==> src/rtl/hc_sr04_ranger.sv <==
// HC-SR04 ultrasonic ranger: fires a trigger pulse, times the echo in microseconds
// and reports the distance in whole centimetres (16'hFFFF when no valid echo).
module hc_sr04_ranger #(
  parameter int CLK_FREQ_HZ  = 100_000_000,
  parameter int TRIG_US      = 10,
  parameter int ECHO_WAIT_US = 30_000,
  parameter int MAX_ECHO_US  = 25_000,
  parameter int COOLDOWN_US  = 60_000
) (
  input  logic        clk,
  input  logic        rst,
  input  logic        start,
  input  logic        echo,
  output logic        trig,
  output logic [15:0] data,
  output logic        data_available,
  output logic        busy,
  output logic        timeout_err
);

  localparam int CYC_US  = CLK_FREQ_HZ / 1_000_000;
  localparam int PRESC_W = (CYC_US > 1) ? $clog2(CYC_US) : 1;
  localparam int MAX_AB  = (TRIG_US > ECHO_WAIT_US) ? TRIG_US : ECHO_WAIT_US;
  localparam int MAX_CD  = (MAX_ECHO_US > COOLDOWN_US) ? MAX_ECHO_US : COOLDOWN_US;
  localparam int MAX_US  = (MAX_AB > MAX_CD) ? MAX_AB : MAX_CD;
  localparam int US_W    = $clog2(MAX_US + 2);

  localparam logic [PRESC_W-1:0] PRESC_LAST = PRESC_W'(CYC_US - 1);
  localparam logic [US_W-1:0]    TRIG_LAST  = US_W'(TRIG_US - 1);
  localparam logic [US_W-1:0]    WAIT_LAST  = US_W'(ECHO_WAIT_US - 1);
  localparam logic [US_W-1:0]    ECHO_LAST  = US_W'(MAX_ECHO_US - 1);
  localparam logic [US_W-1:0]    COOL_LAST  = US_W'(COOLDOWN_US - 1);
  localparam logic [5:0]         SUB_LAST   = 6'd57;
  localparam logic [15:0]        CM_SAT     = 16'hFFFE;
  localparam logic [15:0]        ERR_CODE   = 16'hFFFF;

  typedef enum logic [2:0] {
    S_IDLE,
    S_TRIG,
    S_WAIT_ECHO,
    S_MEASURE,
    S_DONE,
    S_COOLDOWN
  } state_t;

  state_t             state_reg;
  logic               echo_meta_reg;
  logic               echo_sync_reg;
  logic               echo_prev_reg;
  logic [PRESC_W-1:0] presc_reg;
  logic [US_W-1:0]    us_cnt_reg;
  logic [5:0]         sub_cnt_reg;
  logic [15:0]        cm_cnt_reg;
  logic               err_reg;
  logic               trig_reg;
  logic [15:0]        data_reg;
  logic               data_available_reg;
  logic               busy_reg;
  logic               timeout_err_reg;

  logic us_tick;
  logic echo_rise;
  logic echo_fall;

  assign us_tick   = (presc_reg == PRESC_LAST);
  assign echo_rise = echo_sync_reg & ~echo_prev_reg;
  assign echo_fall = ~echo_sync_reg & echo_prev_reg;

  always_ff @(posedge clk) begin
    if (rst) begin
      state_reg          <= S_IDLE;
      echo_meta_reg      <= 1'b0;
      echo_sync_reg      <= 1'b0;
      echo_prev_reg      <= 1'b0;
      presc_reg          <= '0;
      us_cnt_reg         <= '0;
      sub_cnt_reg        <= '0;
      cm_cnt_reg         <= '0;
      err_reg            <= 1'b0;
      trig_reg           <= 1'b0;
      data_reg           <= '0;
      data_available_reg <= 1'b0;
      busy_reg           <= 1'b0;
      timeout_err_reg    <= 1'b0;
    end else begin
      echo_meta_reg <= echo;
      echo_sync_reg <= echo_meta_reg;
      echo_prev_reg <= echo_sync_reg;

      // Free-running prescaler; every state transition below restarts it.
      presc_reg <= us_tick ? '0 : presc_reg + 1'b1;

      case (state_reg)
        S_IDLE: begin
          if (start) begin
            state_reg          <= S_TRIG;
            trig_reg           <= 1'b1;
            busy_reg           <= 1'b1;
            data_available_reg <= 1'b0;
            timeout_err_reg    <= 1'b0;
            err_reg            <= 1'b0;
            us_cnt_reg         <= '0;
            sub_cnt_reg        <= '0;
            cm_cnt_reg         <= '0;
            presc_reg          <= '0;
          end
        end

        S_TRIG: begin
          if (us_tick) begin
            if (us_cnt_reg == TRIG_LAST) begin
              state_reg  <= S_WAIT_ECHO;
              trig_reg   <= 1'b0;
              us_cnt_reg <= '0;
              presc_reg  <= '0;
            end else begin
              us_cnt_reg <= us_cnt_reg + 1'b1;
            end
          end
        end

        S_WAIT_ECHO: begin
          if (echo_rise) begin
            state_reg  <= S_MEASURE;
            us_cnt_reg <= '0;
            presc_reg  <= '0;
          end else if (us_tick) begin
            if (us_cnt_reg == WAIT_LAST) begin
              state_reg <= S_DONE;
              err_reg   <= 1'b1;
              presc_reg <= '0;
            end else begin
              us_cnt_reg <= us_cnt_reg + 1'b1;
            end
          end
        end

        S_MEASURE: begin
          // A tick coinciding with the falling edge still counts toward the result.
          if (us_tick) begin
            us_cnt_reg <= us_cnt_reg + 1'b1;
            if (sub_cnt_reg == SUB_LAST) begin
              sub_cnt_reg <= '0;
              if (cm_cnt_reg != CM_SAT) begin
                cm_cnt_reg <= cm_cnt_reg + 1'b1;
              end
            end else begin
              sub_cnt_reg <= sub_cnt_reg + 1'b1;
            end
          end
          if (echo_fall) begin
            state_reg <= S_DONE;
            presc_reg <= '0;
          end else if (us_tick && (us_cnt_reg == ECHO_LAST)) begin
            state_reg <= S_DONE;
            err_reg   <= 1'b1;
            presc_reg <= '0;
          end
        end

        S_DONE: begin
          data_reg           <= err_reg ? ERR_CODE : cm_cnt_reg;
          timeout_err_reg    <= err_reg;
          data_available_reg <= 1'b1;
          state_reg          <= S_COOLDOWN;
          us_cnt_reg         <= '0;
          presc_reg          <= '0;
        end

        S_COOLDOWN: begin
          if (us_tick) begin
            if (us_cnt_reg == COOL_LAST) begin
              state_reg  <= S_IDLE;
              busy_reg   <= 1'b0;
              us_cnt_reg <= '0;
              presc_reg  <= '0;
            end else begin
              us_cnt_reg <= us_cnt_reg + 1'b1;
            end
          end
        end

        default: begin
          state_reg <= S_IDLE;
          trig_reg  <= 1'b0;
          busy_reg  <= 1'b0;
        end
      endcase
    end
  end

  assign trig           = trig_reg;
  assign data           = data_reg;
  assign data_available = data_available_reg;
  assign busy           = busy_reg;
  assign timeout_err    = timeout_err_reg;

endmodule

==> config.mk <==
export PLATFORM = sky130hd
export DESIGN_NAME = hc_sr04_ranger
export DESIGN_NICKNAME = d
export VERILOG_FILES = /design/src/rtl/hc_sr04_ranger.sv
export SDC_FILE = /design/constraint.sdc
export NUM_CORES = 1
export LEC_CHECK = 0
export CORE_ASPECT_RATIO = 0.7
export CORE_MARGIN = 2
export CORE_UTILIZATION = 50
export DETAILED_ROUTE_END_ITERATION = 7
export PLACE_DENSITY_LB_ADDON = 0.25
export SKIP_LAST_GASP = 1
export SYNTH_ARGS = -nofsm -noshare
export SYNTH_HDL_FRONTEND = slang
export SYNTH_SLANG_ARGS = --single-unit
==> constraint.sdc <==
create_clock -name clk -period 2.8 [get_ports clk]
set_input_delay 0.56 -clock clk [delete_from_list [all_inputs] [get_ports clk]]
set_output_delay 0.56 -clock clk [all_outputs]
set_load 0.03 [all_outputs]
==> metrics, run 1 <==
dpl cells=527; Remaining DRCs=0; Fin Setup TNS=0 ns; Die X=104.0 um; CTS buffer count=9; clock tree root buffer cell=clkbuf_8; # H-tree levels=3; vias in the first global route=2654; Antenna diodes=0; IO buf count=23; num ports=24; RSZ-0062 raised after global routing=false; Tmin final=2.335 ns; fin area=4043 sq um; Avg WL per Cell=14.63 um; r2r setup slk=0.47 ns; clk_lat worst skew=0.35 ns; final setup fails=0; Core ar.=6756 sq um; Hold Vio Cnt, Final=0; Avg Synthesized Cell Area=8.231 sq um; Nets=455; post-CTS setup buffers=0; Peak VDD IR=0.3269 mV; Area Overhead vs Synth=15.56%; Max Used Layer=met4; Non-Filler Instances=543; sequential fraction of the synthesis area=41.20%; drt first pass iters=5; final WL=7944 um; largest net degree at the start of global routing=20; vias=3051; worst min path class=flip-flop to flip-flop; fmax=428.3 MHz; initial antenna violation count=0; EDFF count, synth=0; leakage=1.401 nW; clock skew=0.009562 ns; Antenna Nets Post-Route=0; die height=73.99 um; Period Utilization, post-route=83.38%; post-CTS sizing=0; Post-Syn Nets=436; cell count after synthesis=425; ys flop type=dfxtp_1; Total GRT Usage=21.91%; met1 wire length=4307 um; status=finished, final reports clean; worst-path fanout max=16; WP data required=3.01 ns; Max-cap violations=0; clk sink count=72; fin worst setup slack=0.4653 ns; Post-CTS Hold Buffers=0; Setup Slack @ Placement=0.3763 ns; cell area after synthesis=3498 sq um; power density over the cells=683.4 nW/um^2; Setup crit end kind=flip-flop; first-pass GRT wire length=13400 um; metal3 WL=511 um; count of cell types in the netlist=50; GRT overflow=0; CTS Buffer Depth=2; clock transition at the registers of the reported paths=0.08 ns; metal2 WL=3051 um; initial DRC count=268; critical path type=flip-flop to flip-flop; routed vias/inst=5.619; CP Data Arrival Time=2.55 ns; worst-margin pin slew=0.6416 ns; starting density of the core=51.78%; Slew HR=57.17%; share of layout cells above drive strength 1=6.904%; ys async rst share=0%; TritonCTS clock tree=yes; CP Launch Type=flip-flop; #FFs+latches synth=72; # fillers=620; Routability Congestion=0.9286; final max-slew violation count=0; Post-DP Area=3814 sq um; die area=7693 sq um; cell row count=25; Yosys warnings=0; Post-DP HPWL=5659 um
[layer usage]
layer  track usage [%]  vias to the layer above
met2             28.36                       98
li1                  -                     1548
met3             5.259                        9
met4             7.958                        0
met5                 0                        -
met1             34.51                     1396
[stage by stage]
stage / power, W / util, % / hold WS, ns
6_report: 0.002763 / 59.83 / 0.4659
3_3_place_gp: 0.001833 / 56.44 / 0.4347
3_5_place_dp: 0.001844 / 56.44 / 0.4490
2_1_floorplan: 0.001662 / - / 0.4138
4_1_cts: 0.002769 / 59.83 / 0.4631
5_1_grt: 0.002916 / 59.83 / 0.4756
[cell usage after synthesis (all sizes together), types with 2 or more instances]
cell / instances / area share, %
nand2: 31 / 3.4
a21oi: 13 / 1.9
nand4: 17 / 3.0
nand3b: 3 / 0.64
and4: 4 / 1.0
nor4b: 6 / 1.9
nor3: 42 / 6.0
clkbuf: 19 / 2.0
o21ai: 7 / 1.0
ha: 7 / 2.5
o211ai: 2 / 0.43
xnor2: 18 / 4.5
a31oi: 2 / 0.36
a22oi: 3 / 0.64
a211oi: 5 / 1.1
and2: 5 / 0.89
inv: 9 / 0.97
nand2b: 3 / 0.54
nor4: 7 / 1.3
o31ai: 3 / 0.64
nor3b: 3 / 0.64
nand3: 20 / 3.0
nor2b: 6 / 1.1
xor2: 18 / 4.5
nor2: 65 / 7.0
dfxtp: 72 / 41
or3: 5 / 0.89
buf: 4 / 0.61
and3: 9 / 1.6
a31o: 2 / 0.50
[placed cells by master (no fill, tap or decap), drive strengths merged, types with 2 or more instances in the layout]
master,count
a211oi,5
a21oi,13
a22oi,3
a31o,2
a31oi,2
and2,5
and3,9
and4,4
buf,8
bufinv,2
clkbuf,10
clkdlybuf4s50,23
clkinvlp,3
dfxtp,72
ha,7
inv,10
nand2,31
nand2b,3
nand3,20
nand3b,3
nand4,17
nor2,65
nor2b,6
nor3,42
nor3b,3
nor4,7
nor4b,6
o211ai,2
o21ai,7
o31ai,3
or3,5
xnor2,18
xor2,18
[logic make-up (layout without fill, tap and decap cells)]
group,after synthesis,count (layout),share of synthesized area [%]
AND/OR/NAND/NOR,230,230,33.91
flip-flops,72,72,41.20
AO/OA/AOI/OAI,47,47,9.478
XOR/XNOR,36,36,9.013
buffers and inverters,32,56,3.612
adder cells (fa/ha/maj),7,7,2.503
multiplexers,1,1,0.2861
[final timing paths]
check	start	endpoint	cells past startpoint
max reg2reg	state_reg[0]	cm_cnt_reg[3]	6
min reg2reg	presc_reg[0]	presc_reg[0]	1
min	presc_reg[0]	presc_reg[0]	1
max	state_reg[0]	cm_cnt_reg[3]	6
[layout make-up]
type                       count  area, sq um  share of cell area [%]
clock buffer                  10        137.6                   3.405
timing repair buffer          31        290.3                   7.180
tap                           94        117.6                   2.909
multi-input combinational    321         1931                   47.76
clock inverter                 6        91.34                   2.259
sequential                    72         1441                   35.65
inverter                       9        33.78                  0.8357
[critical path, stage by stage (launching register included)]
cell,delay (ns)
dfxtp_1,0.69
nand3b_1,0.30
nor4_1,0.38
nand4_1,0.37
nand4_1,0.24
xor2_1,0.16
nor2_1,0.05
[power breakdown]
part           switching (W)  internal (W)
registers           0.000102       0.00109
clock network       0.000401      0.000528
logic               0.000400      0.000237
Note: power is estimated with default switching activity, not from simulation.
==> run 2, diff against run 1 <==
Clock period 2.8 ns to 1.95 ns, I/O delays scaled along.
==> run 2 against run 1 <==
Critical path depth is 4 higher. Power is 62% higher. Critical endpoint is now us_cnt_reg[12]. Sequential cell count stayed put. Non-clock buffer count is 66 higher. Clock-buffer cell count stayed put. Final cell count is 12% higher. Setup slack worse by 0.58 ns. Sequential share of layout area is 5.2 points lower. First-iteration DRC count is 21% higher. Highest routed layer unchanged. The run now ends with negative setup slack left. Largest cell class unchanged. Register-to-register slack worse by 0.58 ns.
==> metrics, run 2 (synthesized netlist as in run 1, its figures left out) <==
status=finished with violations; failing checks=negative setup slack; clk_lat worst skew=0.37 ns (+0.02 ns); CTS Buffer Depth=2 (unchanged); Total GRT Usage=26.02% (+4.1 points); fin area=4763 sq um (+18%); worst reg-to-reg path cell count=10 (+4); initial antenna violation count=0 (unchanged); Peak VDD IR=0.6920 mV (+110%); clock skew=0.02313 ns (+0.01356 ns); Die X=104.0 um (unchanged); fmax=484.0 MHz (+13%); CTS buffer count=9 (unchanged); Routability Congestion=0.9933 (+7.0%); share of layout cells above drive strength 1=25.44% (+19 points); Post-DP Area=4244 sq um (+11%); Period Utilization, post-route=106.0% (+23 points); Tmin final=2.066 ns (-0.2686 ns); final WL=10120 um (+27%); initial DRC count=323 (+21%); first-pass GRT wire length=15810 um (+18%); num ports=24 (unchanged); Post-CTS Hold Buffers=0 (unchanged); critical path type=flip-flop to flip-flop; # H-tree levels=3 (unchanged); Nets=521 (+15%); WP data required=2.21 ns (-0.80 ns); Setup crit end kind=flip-flop; vias=3467 (+14%); power density over the cells=938.9 nW/um^2 (+37%); CP Launch Type=flip-flop; Tot Pwr=0.004472 W (+62%); Hold Vio Cnt, Final=0 (unchanged); worst-path fanout max=6 (-10); die area=7693 sq um (unchanged); Worst Hold Margin=0.4744 ns (+0.008441 ns); die height=73.99 um (unchanged); Area Overhead vs Synth=36.16%; starting density of the core=51.78% (unchanged); final max-slew violation count=0 (unchanged); RSZ-0062 raised after global routing=true; Antenna diodes=0 (unchanged); worst-margin pin slew=0.6250 ns (-0.01658 ns); IO buf count=23 (unchanged); drt first pass iters=5 (unchanged); clock transition at the registers of the reported paths=0.09 ns (about the same); Worst Hold Depth=1 (unchanged); leakage=1.793 nW (+28%); largest net degree at the start of global routing=23 (+15%); commonest non-fill, non-tap cell in the layout=buf_4; clk sink count=72 (unchanged); Max-cap violations=0 (unchanged); worst min path class=flip-flop to flip-flop; Avg WL per Cell=16.61 um (+14%); TritonCTS clock tree=yes; Setup Slack @ Placement=-0.2274 ns (-0.6037 ns); Slew HR=58.28% (+1.1 points); cell row count=25 (unchanged); Antenna Nets Post-Route=0 (unchanged); fin worst setup slack=-0.1161 ns (-0.5814 ns); Core ar.=6756 sq um (unchanged); clock tree root buffer cell=clkbuf_8; commonest cells after routing, fill and taps aside=buf_4 (67), dfxtp_1 (65), nor2_1 (63), nor3_1 (39), nand2_1 (29); Post-DP HPWL=6931 um (+22%); vias in the first global route=3161 (+19%); final setup fails=16 (+16); Remaining DRCs=0 (unchanged); GRT overflow=0 (unchanged); CP Data Arrival Time=2.32 ns (-0.23 ns); routed vias/inst=5.693 (+1.3%)
-- run 2: cell count changes in the layout (fill, tap and decap cells not counted), sizes merged --
cell | previous run | this run
buf | 8 | 74
-- run 2: worst paths after layout --
path,startpoint,end,slack [ns]
worst min-delay path,echo_meta_reg,echo_sync_reg,0.47
worst max register to register,us_cnt_reg[9],us_cnt_reg[12],-0.12
worst min register to register,echo_meta_reg,echo_sync_reg,0.47
worst max-delay path,us_cnt_reg[9],us_cnt_reg[12],-0.12
-- run 2: area by class of cell --
cell class              count  area, sq um
well taps                  94        117.6
fillers                   534         1993
clock buffers              10        127.6
flip-flops and latches     72         1450
multi-input cells         321         2120
repair buffers             97        823.3
clock inverters             6        91.34
inverters                   9        33.78
-- run 2: stage by stage --
step | cells | TNS, ns | utilization [%]
finish | 609 | -0.6801 | 70.50
global route | 609 | -3.184 | 70.50
CTS | 601 | -0.3401 | 67.06
detailed placement | 581 | -2.848 | 62.81
global placement | 581 | -1.516 | 62.81
floorplan | 425 | 0 | -
-- run 2: what timing repair did --
action,in CTS,in global routing
pin swaps,4,20
resized for setup,7,46
buffers inserted,4,6
cloned,0,2
endpoints found under the setup margin,35,38
-- run 2: worst max-delay path, cell delays in order, from the launching register on --
cell and delay [ns]:
dfxtp_2 0.34, nor4b_2 0.25, buf_4 0.16, nand4_1 0.17
buf_4 0.19, o211ai_1 0.24, buf_4 0.18, buf_6 0.12
nor3_2 0.05, xnor2_1 0.18, nor2_1 0.07
-- run 2: where the power goes --
group | internal, W | switching, W
logic | 0.000652 | 0.000784
clock network | 0.000724 | 0.000607
registers | 0.00158 | 0.000128
-- run 2: layer usage --
layer	vias to the layer above	routed length [um]	global-route usage (%)
met5	-	0	0
met4	0	138	7.958
met3	18	869	6.398
met2	152	4239	37.50
met1	1619	4871	38.54
li1	1678	-	-
==> run 3, diff against run 2 <==
Settings changed: PLACE_DENSITY set to 0.69, PLACE_DENSITY_LB_ADDON 0.25 to unset.
Clock period 1.95 ns to 2.6 ns, I/O delays scaled along.
==> run 3 against run 2 <==
Critical path type unchanged. Die area did not move. The flow now finishes without violations. Global-route usage fell by 3.5 points. Clock power fell by 37%. Sequential power fell by 25%. Clock skew fell by 0.010 ns. Sequential cell count did not move. Largest cell class unchanged. Critical endpoint is now cm_cnt_reg[5].
==> metrics, run 3 (synthesized netlist as in run 1, its figures left out) <==
dpl cells=530 (-8.8%); Post-DP HPWL=5759 um (-17%); Die X=104.0 um (unchanged); Area Overhead vs Synth=14.88%; CP Launch Type=flip-flop; Antenna Nets Post-Route=0 (unchanged); Antenna diodes=0 (unchanged); starting density of the core=51.78% (unchanged); leakage=1.397 nW (-22%); CP bufs+invs=0 (-4); CP Data Arrival Time=2.67 ns (+0.35 ns); commonest cells after routing, fill and taps aside=dfxtp_1 (72), nor2_1 (65), nor3_1 (42), nand2_1 (30), clkdlybuf4s50_1 (23); drt first pass iters=5 (unchanged); CTS buffer count=9 (unchanged); Fin Setup TNS=0 ns (+0.6801 ns); routed vias/inst=5.716 (+0.41%); worst-path fanout max=15 (+9); Max-cap violations=0 (unchanged); initial antenna violation count=0 (unchanged); slowest stage cell, crit path=o41ai_4; Setup crit end kind=flip-flop; clock skew=0.01278 ns (-0.01034 ns); Hold Crit Start=echo_meta_reg; Sequential Power Share=44.8% (+6.7 points); RSZ-0062 raised after global routing=false; worst min path class=flip-flop to flip-flop; worst r2r src=presc_reg[0]; Critical path origin=presc_reg[0]; commonest non-fill, non-tap cell in the layout=dfxtp_1; die area=7693 sq um (unchanged); Remaining DRCs=0 (unchanged); clk_lat worst skew=0.37 ns (about the same); Slew HR=48.07% (-10 points); IO buf count=23 (unchanged); WP data required=2.89 ns (+0.68 ns); Psw=0.001026 W (-32%); Routability Congestion=0.9237 (-7.0%); vias in the first global route=2622 (-17%); status=finished, final reports clean; Total GRT Usage=22.48% (-3.5 points); clock share of power=29.6% (-0.2 points); Post-CTS Hold Buffers=0 (unchanged); fin area=4019 sq um (-16%); Nets=458 (-12%); final setup fails=0 (-16); critical path type=flip-flop to flip-flop; final max-slew violation count=0 (unchanged); power density over the cells=705.5 nW/um^2 (-25%); final WL=8083 um (-20%); CTS Buffer Depth=2 (unchanged); first-pass GRT wire length=13470 um (-15%); clock tree root buffer cell=clkbuf_8; CP max stage delay=0.66 ns (+0.32 ns); TritonCTS clock tree=yes; clock transition at the registers of the reported paths=0.08 ns (about the same); Net Sw Frac=36.17% (+2.2 points); Tmin final=2.384 ns (+0.3175 ns); initial DRC count=316 (-2.2%); Non-Filler Instances=546 (-10%); Period Utilization, post-route=91.68% (-14 points); die height=73.99 um (unchanged); cell row count=25 (unchanged); num ports=24 (unchanged); fmax=419.5 MHz (-13%); # H-tree levels=3 (unchanged); Cell Int Power=0.001810 W (-39%); Core ar.=6756 sq um (unchanged); Peak VDD IR=0.4136 mV (-40%); Post-DP Area=3836 sq um (-9.6%); clk sink count=72 (unchanged); Logic pwr share=25.6% (-6.5 points); worst-margin pin slew=0.7763 ns (+0.1513 ns); GRT overflow=0 (unchanged); Avg WL per Cell=14.80 um (-11%); largest net degree at the start of global routing=22 (-4.3%); critical-path cell list=ha_1, and2_1, nand3_2, o41ai_4, nand2_2, or3_1, a21oi_1; share of layout cells above drive strength 1=7.522% (-18 points); vias=3121 (-10%); Hold Vio Cnt, Final=0 (unchanged); delay-heaviest family, CP=simple AND/OR/NAND/NOR gates
==> run 3: layer usage <==
layer	GRT usage (%)	vias to the layer above	routed length [um]
met5	0	-	0
met4	7.508	0	94
met3	7.800	11	755
met2	27.41	137	2941
met1	35.38	1422	4292
li1	-	1551	-
==> run 3: timing repair <==
item	CTS	global route
setup endpoints to repair	0	3
resized for setup	0	0
buffers inserted	0	0
==> run 3: area by class of cell <==
cell class / instances / area [sq um]
clock inverters: 7 / 58.81
inverters: 9 / 33.78
multi-input cells: 321 / 1931
well taps: 94 / 117.6
clock buffers: 9 / 123.9
repair buffers: 34 / 312.8
flip-flops and latches: 72 / 1441
fillers: 626 / 2738
==> run 3: worst register-to-register path, stage by stage (launching register included) <==
cell	delay (ns)
dfxtp_1	0.37
ha_1	0.21
and2_1	0.24
nand3_2	0.14
o41ai_4	0.66
nand2_2	0.17
or3_1	0.38
a21oi_1	0.14
==> run 3: power by group through the flow <==
stage	sequential [W]	combinational (W)	clock, W
finish	0.00127	0.000725	0.000841
global route	0.00128	0.000800	0.000911
CTS	0.00127	0.000714	0.000862
detailed placement	0.00129	0.000709	0
global placement	0.00129	0.000709	0
floorplan	0.00130	0.000487	0
==> run 3: stage by stage <==
| step | setup slack, ns | hold slack, ns | total power [W] | util, % |
|---|---|---|---|---|
| after global placement | 0.2214 | 0.4311 | 0.002003 | 56.78 |
| after detailed placement | 0.1703 | 0.4375 | 0.002003 | 56.78 |
| after floorplan | 0.6686 | 0.4138 | 0.001790 | - |
| after global routing | 0.01059 | 0.4930 | 0.002994 | 59.48 |
| after CTS | 0.1329 | 0.4647 | 0.002845 | 59.48 |
| final | 0.2164 | 0.4634 | 0.002835 | 59.48 |
==> run 3: final timing paths <==
kind                            slack (ns)             to  cells past startpoint
worst max-delay path                  0.22  cm_cnt_reg[5]                      7
worst max register to register        0.22  cm_cnt_reg[5]                      7
worst min-delay path                  0.46  echo_sync_reg                      1
worst min register to register        0.46  echo_sync_reg                      1
